$ cat config.mk
export PLATFORM = sky130hd
export DESIGN_NAME = hazard_ctrl_flat
export DESIGN_NICKNAME = d
export VERILOG_FILES = /design/src/rtl/hazard_ctrl_if.sv /design/src/rtl/hazard_ctrl.sv /design/src/flat_wrapper.sv
export SDC_FILE = /design/constraint.sdc
export NUM_CORES = 1
export LEC_CHECK = 0
export ABC_AREA = 1
export CORE_ASPECT_RATIO = 2
export CORE_MARGIN = 8
export CORE_UTILIZATION = 38
export DETAILED_ROUTE_END_ITERATION = 10
export PLACE_DENSITY = 0.87
export RECOVER_POWER = 25
export SYNTH_ARGS = -nofsm -noshare
export SYNTH_HDL_FRONTEND = slang
export SYNTH_SLANG_ARGS = --single-unit
$ cat constraint.sdc
create_clock -name clk -period 3.74 [get_ports clk]
set_clock_uncertainty 0.1 [all_clocks]
set_input_delay 1.122 -clock clk [delete_from_list [all_inputs] [get_ports clk]]
set_output_delay 1.122 -clock clk [all_outputs]
set_load 0.05 [all_outputs]
$ cat src/rtl/hazard_ctrl_if.sv
// Pipeline hazard-control bundle between the hazard unit and the datapath.
// master: hazard unit (drives stall/flush/ack); slave: datapath (drives hazard sources).
interface hazard_ctrl_if #(
  parameter int unsigned CNT_W = 32
);
  logic [4:0]       Rs1D;
  logic [4:0]       Rs2D;
  logic [4:0]       RdE;
  logic             MemReadE;
  logic             PCSrcE;
  logic             MultiStartE;
  logic             MultiDoneE;
  logic             ExtStallReq;
  logic             StallF;
  logic             StallD;
  logic             StallE;
  logic             StallM;
  logic             FlushD;
  logic             FlushE;
  logic             FlushM;
  logic             MultiAckE;
  logic             BusyTimeout;
  logic [CNT_W-1:0] StallCount;
  logic [CNT_W-1:0] FlushCount;

  modport master (
    input  Rs1D, Rs2D, RdE, MemReadE, PCSrcE, MultiStartE, MultiDoneE, ExtStallReq,
    output StallF, StallD, StallE, StallM, FlushD, FlushE, FlushM, MultiAckE,
    output BusyTimeout, StallCount, FlushCount
  );

  modport slave (
    output Rs1D, Rs2D, RdE, MemReadE, PCSrcE, MultiStartE, MultiDoneE, ExtStallReq,
    input  StallF, StallD, StallE, StallM, FlushD, FlushE, FlushM, MultiAckE,
    input  BusyTimeout, StallCount, FlushCount
  );
endinterface

$ cat src/rtl/hazard_ctrl.sv
// Central pipeline sequencer: load-use stalls, branch flushes, memory-wait freezes and
// multi-cycle execute occupancy with a sticky busy-timeout watchdog.
// Optional macro HAZARD_PERF_CNT_EN enables the StallCount/FlushCount registers;
// otherwise both counter outputs are tied to 0.
module hazard_ctrl #(
  parameter int unsigned MAX_BUSY = 64,
  parameter int unsigned CNT_W    = 32
) (
  input logic           clk,
  input logic           reset,
  hazard_ctrl_if.master hz
);

  localparam int unsigned BusyW = $clog2(MAX_BUSY + 1);
  localparam logic [BusyW-1:0] MaxBusyC = BusyW'(MAX_BUSY);

  typedef enum logic [1:0] {StIdle, StBusy, StDoneWait} state_e;

  state_e           state_q;
  logic [BusyW-1:0] busy_cnt_q;
  logic             busy_timeout_q;
  logic             load_use;
  logic             multi_block;
  logic             multi_ack;

  // Hazard detection: load-use match, multi-cycle blocking and result acknowledge.
  always_comb begin
    load_use = hz.MemReadE && (hz.RdE != 5'd0) &&
               ((hz.RdE == hz.Rs1D) || (hz.RdE == hz.Rs2D));
    // A done pulse without a memory wait releases E that same cycle, so it does not block.
    multi_block = ((state_q == StIdle) && hz.MultiStartE && !hz.MultiDoneE) ||
                  ((state_q == StBusy) && !(hz.MultiDoneE && !hz.ExtStallReq)) ||
                  ((state_q == StDoneWait) && hz.ExtStallReq);
    multi_ack = !reset && !hz.ExtStallReq &&
                (((state_q == StIdle) && hz.MultiStartE && hz.MultiDoneE) ||
                 ((state_q == StBusy) && hz.MultiDoneE) ||
                 (state_q == StDoneWait));
  end

  // Prioritised stall/flush controls; reset forces everything low.
  always_comb begin
    hz.StallF    = 1'b0;
    hz.StallD    = 1'b0;
    hz.StallE    = 1'b0;
    hz.StallM    = 1'b0;
    hz.FlushD    = 1'b0;
    hz.FlushE    = 1'b0;
    hz.FlushM    = 1'b0;
    hz.MultiAckE = multi_ack;
    if (!reset) begin
      if (hz.ExtStallReq) begin
        hz.StallF = 1'b1;
        hz.StallD = 1'b1;
        hz.StallE = 1'b1;
        hz.StallM = 1'b1;
      end else if (multi_block) begin
        // Hold F/D/E and feed a bubble into M while the unit is busy.
        hz.StallF = 1'b1;
        hz.StallD = 1'b1;
        hz.StallE = 1'b1;
        hz.FlushM = 1'b1;
      end else if (hz.PCSrcE) begin
        // Squashed D instruction makes any load-use irrelevant.
        hz.FlushD = 1'b1;
        hz.FlushE = 1'b1;
      end else if (load_use) begin
        hz.StallF = 1'b1;
        hz.StallD = 1'b1;
        hz.FlushE = 1'b1;
      end
    end
  end

  // Multi-cycle occupancy FSM with saturating busy counter and sticky watchdog.
  always_ff @(posedge clk) begin
    if (reset) begin
      state_q        <= StIdle;
      busy_cnt_q     <= '0;
      busy_timeout_q <= 1'b0;
    end else begin
      case (state_q)
        StIdle: begin
          if (hz.MultiStartE) begin
            if (!hz.MultiDoneE) begin
              state_q    <= StBusy;
              busy_cnt_q <= BusyW'(1);
            end else if (hz.ExtStallReq) begin
              state_q <= StDoneWait;
            end
          end
        end
        StBusy: begin
          if (hz.MultiDoneE) begin
            state_q    <= hz.ExtStallReq ? StDoneWait : StIdle;
            busy_cnt_q <= '0;
          end else if (busy_cnt_q != MaxBusyC) begin
            busy_cnt_q <= busy_cnt_q + BusyW'(1);
            // Flag as the count reaches its limit; the unit is left to finish.
            if (busy_cnt_q == MaxBusyC - BusyW'(1)) begin
              busy_timeout_q <= 1'b1;
            end
          end
        end
        StDoneWait: begin
          if (!hz.ExtStallReq) begin
            state_q <= StIdle;
          end
        end
        default: state_q <= StIdle;
      endcase
    end
  end

  assign hz.BusyTimeout = busy_timeout_q;

`ifdef HAZARD_PERF_CNT_EN
  logic [CNT_W-1:0] stall_cnt_q;
  logic [CNT_W-1:0] flush_cnt_q;

  // Saturating performance counters for stalled-fetch and flushed-decode cycles.
  always_ff @(posedge clk) begin
    if (reset) begin
      stall_cnt_q <= '0;
      flush_cnt_q <= '0;
    end else begin
      if (hz.StallF && (stall_cnt_q != '1)) begin
        stall_cnt_q <= stall_cnt_q + CNT_W'(1);
      end
      if (hz.FlushD && (flush_cnt_q != '1)) begin
        flush_cnt_q <= flush_cnt_q + CNT_W'(1);
      end
    end
  end

  assign hz.StallCount = stall_cnt_q;
  assign hz.FlushCount = flush_cnt_q;
`else
  assign hz.StallCount = '0;
  assign hz.FlushCount = '0;
`endif

endmodule

$ cat src/flat_wrapper.sv
// flat-port wrapper written by rule: the top's interface ports become plain ports
module hazard_ctrl_flat 
#(
  parameter int unsigned MAX_BUSY = 64,
  parameter int unsigned CNT_W    = 32
)
  (clk, reset, hz_Rs1D, hz_Rs2D, hz_RdE, hz_MemReadE, hz_PCSrcE, hz_MultiStartE, hz_MultiDoneE, hz_ExtStallReq, hz_StallF, hz_StallD, hz_StallE, hz_StallM, hz_FlushD, hz_FlushE, hz_FlushM, hz_MultiAckE, hz_BusyTimeout, hz_StallCount, hz_FlushCount);
  hazard_ctrl_if #(.CNT_W(CNT_W)) hz_i ();
  input logic clk;
  input logic reset;
  input wire logic [$bits(hz_i.Rs1D)-1:0] hz_Rs1D;
  input wire logic [$bits(hz_i.Rs2D)-1:0] hz_Rs2D;
  input wire logic [$bits(hz_i.RdE)-1:0] hz_RdE;
  input wire logic [$bits(hz_i.MemReadE)-1:0] hz_MemReadE;
  input wire logic [$bits(hz_i.PCSrcE)-1:0] hz_PCSrcE;
  input wire logic [$bits(hz_i.MultiStartE)-1:0] hz_MultiStartE;
  input wire logic [$bits(hz_i.MultiDoneE)-1:0] hz_MultiDoneE;
  input wire logic [$bits(hz_i.ExtStallReq)-1:0] hz_ExtStallReq;
  output wire logic [$bits(hz_i.StallF)-1:0] hz_StallF;
  output wire logic [$bits(hz_i.StallD)-1:0] hz_StallD;
  output wire logic [$bits(hz_i.StallE)-1:0] hz_StallE;
  output wire logic [$bits(hz_i.StallM)-1:0] hz_StallM;
  output wire logic [$bits(hz_i.FlushD)-1:0] hz_FlushD;
  output wire logic [$bits(hz_i.FlushE)-1:0] hz_FlushE;
  output wire logic [$bits(hz_i.FlushM)-1:0] hz_FlushM;
  output wire logic [$bits(hz_i.MultiAckE)-1:0] hz_MultiAckE;
  output wire logic [$bits(hz_i.BusyTimeout)-1:0] hz_BusyTimeout;
  output wire logic [$bits(hz_i.StallCount)-1:0] hz_StallCount;
  output wire logic [$bits(hz_i.FlushCount)-1:0] hz_FlushCount;
  assign hz_i.Rs1D = hz_Rs1D;
  assign hz_i.Rs2D = hz_Rs2D;
  assign hz_i.RdE = hz_RdE;
  assign hz_i.MemReadE = hz_MemReadE;
  assign hz_i.PCSrcE = hz_PCSrcE;
  assign hz_i.MultiStartE = hz_MultiStartE;
  assign hz_i.MultiDoneE = hz_MultiDoneE;
  assign hz_i.ExtStallReq = hz_ExtStallReq;
  assign hz_StallF = hz_i.StallF;
  assign hz_StallD = hz_i.StallD;
  assign hz_StallE = hz_i.StallE;
  assign hz_StallM = hz_i.StallM;
  assign hz_FlushD = hz_i.FlushD;
  assign hz_FlushE = hz_i.FlushE;
  assign hz_FlushM = hz_i.FlushM;
  assign hz_MultiAckE = hz_i.MultiAckE;
  assign hz_BusyTimeout = hz_i.BusyTimeout;
  assign hz_StallCount = hz_i.StallCount;
  assign hz_FlushCount = hz_i.FlushCount;
  hazard_ctrl #(.MAX_BUSY(MAX_BUSY), .CNT_W(CNT_W)) u_core (.clk(clk), .reset(reset), .hz(hz_i));
endmodule
Word level (Yosys, flattened, before mapping)
Cells that the tools add are included.
{ "op_classes": {"mux": 32, "eq_ne": 12, "n_addsub": 1, "n_reduce_logical": 26, "n_bitwise": 1} }
{ "op_table": {"columns": ["cell", "n"], "rows": [
  ["$mux 7", 4],
  ["$mux 1", 20],
  ["$pmux 7 s2", 1],
  ["$mux 2", 6],
  ["$reduce_and 4->1", 3],
  ["$logic_and 1x1->1", 11],
  ["$eq 5x5->1", 2],
  ["$ne 2x2->1 const B", 4],
  ["$add 7x1->7 const B", 1],
  ["$eq 7x6->1 const B", 1],
  ["$ne 7x7->1 const B", 1],
  ["$ne 3x3->1 const B", 2],
  ["$pmux 2 s3", 1],
  ["$logic_or 1x1->1", 5],
  ["$reduce_bool 5->1", 1],
  ["$logic_not 1->1", 4],
  ["$eq 2x1->1 const B", 1],
  ["$eq 2x2->1 const B", 1],
  ["$logic_not 2->1", 1],
  ["$reduce_bool 2->1", 1],
  ["$not 1->1", 1]
]} }
{ "word_totals": {"out_inout_bits": 73, "register_bits": 10, "wordCells": 75, "input_bits": 22} }

Depth between registers and ports, before layout
{ "logic_depth": {"ltp_word": 9, "ltp_mapped": 9, "ltp_nobuf": 9} }

Least setup slack after synthesis
Ideal clock, no wire load.
{ "synth_path": {"kind": "input to output", "from": "input hz_RdE[2]", "to": "output hz_StallF", "required_time_ns": 2.518, "arrival_ns": 3.037, "cell_stages": 9, "setup_slack_ns": -0.519, "cell_sequence": "inv_1 > nand2_1 > nand2_1 > nor2_1 > nand3_1 > nand2_1 > nand2_1 > o21ai_0 > buf_4"} }
{ "synth_via": {"elab_chain_len": 8, "word_cells_on_any_way": 11, "cone_classes": "eq/ne (2); mux (5); reduce/logical (4)"} }
{ "synth_lines": {"columns": ["item", "line_no", "rtl"], "rows": [
  ["start: declaration", "flat_wrapper.sv:13", "input wire logic [$bits(hz_i.RdE)-1:0] hz_RdE;"],
  ["$eq 5x5->1 or $reduce_bool 5->1 (tied branches)", "hazard_ctrl.sv:29, hazard_ctrl.sv:28", null],
  ["$logic_or 1x1->1 or $logic_and 1x1->1 (tied branches)", "hazard_ctrl.sv:29, hazard_ctrl.sv:28", null],
  ["$logic_and 1x1->1 *", "hazard_ctrl.sv:28", "load_use = hz.MemReadE && (hz.RdE != 5'd0) &&"],
  ["$mux 1 * (5 in a row)", null, null],
  ["end: declaration", "flat_wrapper.sv:19", "output wire logic [$bits(hz_i.StallF)-1:0] hz_StallF;"]
]} }
Every way passes the cells marked *; elsewhere a longest branch is shown, timed or not.

Final worst setup path
{ "layout_path": {"from": "input hz_Rs2D[3]", "to": "output hz_StallD"} }
{ "layout_via": {"elab_chain_len": 8} }
{ "layout_lines": {"columns": ["item", "line_no", "rtl"], "rows": [
  ["start: declaration", "flat_wrapper.sv:12", "input wire logic [$bits(hz_i.Rs2D)-1:0] hz_Rs2D;"],
  ["$eq 5x5->1", "hazard_ctrl.sv:29", "((hz.RdE == hz.Rs1D) || (hz.RdE == hz.Rs2D));"],
  ["$logic_or 1x1->1", "hazard_ctrl.sv:29", null],
  ["$logic_and 1x1->1", "hazard_ctrl.sv:28", null],
  ["$mux 1", "hazard_ctrl.sv:66", "end else if (load_use) begin"],
  ["$mux 1", "hazard_ctrl.sv:62", "end else if (hz.PCSrcE) begin"],
  ["$mux 1", "hazard_ctrl.sv:56", "end else if (multi_block) begin"],
  ["$mux 1", "hazard_ctrl.sv:51", "if (hz.ExtStallReq) begin"],
  ["$mux 1", "hazard_ctrl.sv:50", "if (!reset) begin"],
  ["end: declaration", "flat_wrapper.sv:20", "output wire logic [$bits(hz_i.StallD)-1:0] hz_StallD;"]
]} }
Every way passes these cells.

==> run summary <==
number of hold buffers added after cts - 0
Tcrit/Tclk final - 98.1%
final instance area - 1630 um^2
die area - 5790 um^2
share of layout cells above drive strength 1 - 14.5%
Leak Pwr - 0.900 nW
Async S/R FF share, synth - 0%
CP Launch Type - input pin
Unique masters post-synth - 29
sw frac - 51.9%
Tot Pwr - 0.487 mW
GRT overflow - 0
Worst-Margin Slew - 0.499 ns
setup TNS - 0 ns
die height - 99.9 um
RSZ-0062 raised after global routing - true
IO Count - 95
grt peak-use layer - met2
Syn Inst Count - 212
Psw - 0.253 mW
number of synthesized flops with an enable pin - 0
DRT iter0 DRCs - 28
slowest stage cell on the critical path - clkdlybuf4s50_1
crit-path cells - clkdlybuf4s50_1, inv_1, nand2_1, nand2_1, nor2_1, nand3_1, nand2_1, nand2_2, o21ai_4, buf_6
synthesis warning total - 0
Starting Density - 39.6%
Worst EP required - 2.52 ns
Placed Area - 1540 um^2
Final setup viols - 0
number of global-route vias before repair - 1306
worst r2r src - u_core.busy_cnt_q[0]
Mapped Area - 1340 um^2
non-filler cells, final - 281
Post-Route WL - 3.38 mm
crit-path most repeated cell - nand2_1
drt wl/cell - 12.0 um
Flop pwr share - 23.3%
final worst slack - 0.0729 ns
hold path start - u_core.hz.BusyTimeout
Hold WS - 0.374 ns
Crit Path Class - input pin to output pin
Pre-antenna DRT Iters - 4
Crit Path Max Fanout - 2
n_diodes - 0
Finished Core Util - 48.2%
GPL Wtd Cong - 0.932
Core Area - 3380 um^2
PortBufs - 30
ANT nets after route - 0
Slew HR - 66.6%
Clock transition at path regs - 0.05 ns
worst r2r path cells - 9
total CTS buffers - 3
Place WS - -0.0756 ns
Max Buffers Root-to-Sink - 2
nets - 275
WP data arrival - 2.45 ns
Pint - 0.234 mW
Power Density - 299 nW/um^2
met2 usage - 21.1%
syn avg cell area - 6.32 um^2
CTS root buffer - clkbuf_8
vias - 1234
Max-Cap Viols - 0
Worst Hold Path Cells - 1
global-route wire length before repair - 5.37 mm
VDD IR-drop max - 129 uV
initial antenna violation count - 0
met3 Track Usage GR - 6.79%
H-tree depth - 1
DIE WIDTH - 58.0 um
delay-heaviest family, CP - buffers and inverters
overall routing resource usage - 11.6%
sequential area share after synthesis - 15.0%
Clock power frac - 22.8%
register bit total from synthesis - 10
CP bufs+invs - 3
clock sink count - 10
critical path depth - 10
drt via density - 4.39
fill count - 348
largest net degree at the start of global routing - 9
P&R area growth vs syn - 21.6%
slowest stage delay, CP - 0.47 ns
DRC viols - 0
outcome - completed
CP Capture Type - output pin
fin crit period - 3.67 ns
grt met1 use - 8.56%
f_max - 273 MHz
clock latency on the worst-skew pair - 0.24 ns
Slew Viols, Final - 0
Final Hold Viols - 0
FP Rows - 30
Hold WC Path Type - flop to flop
Synth Flop Type - dfxtp_1
Logic pwr share - 53.9%
postcts setup bufs - 0
DP HPWL - 2.98 mm
Setup crit start - hz_Rs2D[3]
placed cells - 278
CTS tree - built
-- cell families (layout without fill, tap and decap cells) --
kind of cell	Yosys count	after routing	share of synthesized area, %
AO/OA/AOI/OAI	20	20	8.69
XOR/XNOR	4	4	2.62
adder cells (fa/ha/maj)	2	2	1.87
buffers and inverters	96	70	45.2
flip-flops	10	10	15.0
other	1	64	0.280
AND/OR/NAND/NOR	79	79	26.4
-- metal layers --
metal / wire, um / up-vias
met5: 0 / -
met4: 113 / 0
met3: 438 / 11
met2: 1750 / 82
met1: 1080 / 538
li1: - / 603
-- worst register-to-register path, stage by stage (launching register included) --
cell and delay [ns]:
dfxtp_1 0.36, inv_1 0.09, ha_1 0.15, nand2_1 0.05, inv_1 0.07, nand4_1 0.23, nand2_4 0.18, nand2_1 0.07
o21ai_1 0.08, nor2_1 0.05
-- area by class of cell --
| cell class | instances | area [um^2] | share of cell area, % |
|---|---|---|---|
| multi-input combinational | 169 | 822 | 50.5 |
| timing repair buffer | 38 | 415 | 25.5 |
| inverter | 29 | 109 | 6.69 |
| tap | 32 | 40.0 | 2.46 |
| sequential | 10 | 200 | 12.3 |
| clock buffer | 3 | 41.3 | 2.54 |
-- sequential cells by signal (all words and copies together) (netlist names) --
| register | flops |
|---|---|
| u_core.busy_cnt_q | 7 |
| u_core.state_q | 2 |
| u_core.hz.BusyTimeout | 1 |
-- power by group through the flow --
stage                     Sequential, mW  Clock (mW)  Combinational, mW
after floorplan                    0.114           0              0.252
after global placement             0.115           0              0.252
after detailed placement           0.115           0              0.255
after CTS                          0.113       0.117              0.256
after global routing               0.113       0.124              0.278
final                              0.113       0.111              0.263
-- cells in the mapped netlist (2+ instances only) --
master | number | area, um^2
a21oi_1 | 7 | 35.0
buf_4 | 65 | 488
dfxtp_1 | 10 | 200
ha_1 | 2 | 25.0
inv_1 | 28 | 105
nand2_1 | 44 | 165
nand3_1 | 7 | 35.0
nand4_1 | 5 | 31.3
nor2_1 | 14 | 52.6
nor3_1 | 4 | 20.0
o21ai_0 | 5 | 25.0
o21ai_1 | 2 | 10.0
xnor2_1 | 3 | 26.3
-- cell usage in the layout (no fill, tap or decap), types with 2 or more instances in the layout --
cell and count:
a21oi_1 6, buf_12 5, buf_4 9, buf_6 2, clkbuf_8 3, clkdlybuf4s50_1 13, conb_1 64, dfxtp_1 10
dlygate4sd2_1 4, dlymetal6s2s_1 4, ha_1 2, inv_1 27, inv_2 2, nand2_1 43, nand2_2 2, nand3_1 6
nand4_1 6, nor2_1 12, nor2_2 2, nor3_1 3, o21ai_0 3, o21ai_2 2, xnor2_1 3
-- timing repair --
item / CTS / global route
gates cloned: 0 / 0
pin swaps: 2 / 10
gates resized for setup: 8 / 13
endpoints found under the setup margin: 3 / 6
-- worst paths after layout --
kind | slack, ns | endpoint
worst max-delay path | 0.07 | hz_StallD
worst min-delay path | 0.37 | u_core.hz.BusyTimeout
worst max register to register | 2.20 | u_core.busy_cnt_q[1]
worst min register to register | 0.37 | u_core.hz.BusyTimeout
Note: power is estimated with default switching activity, not from simulation.
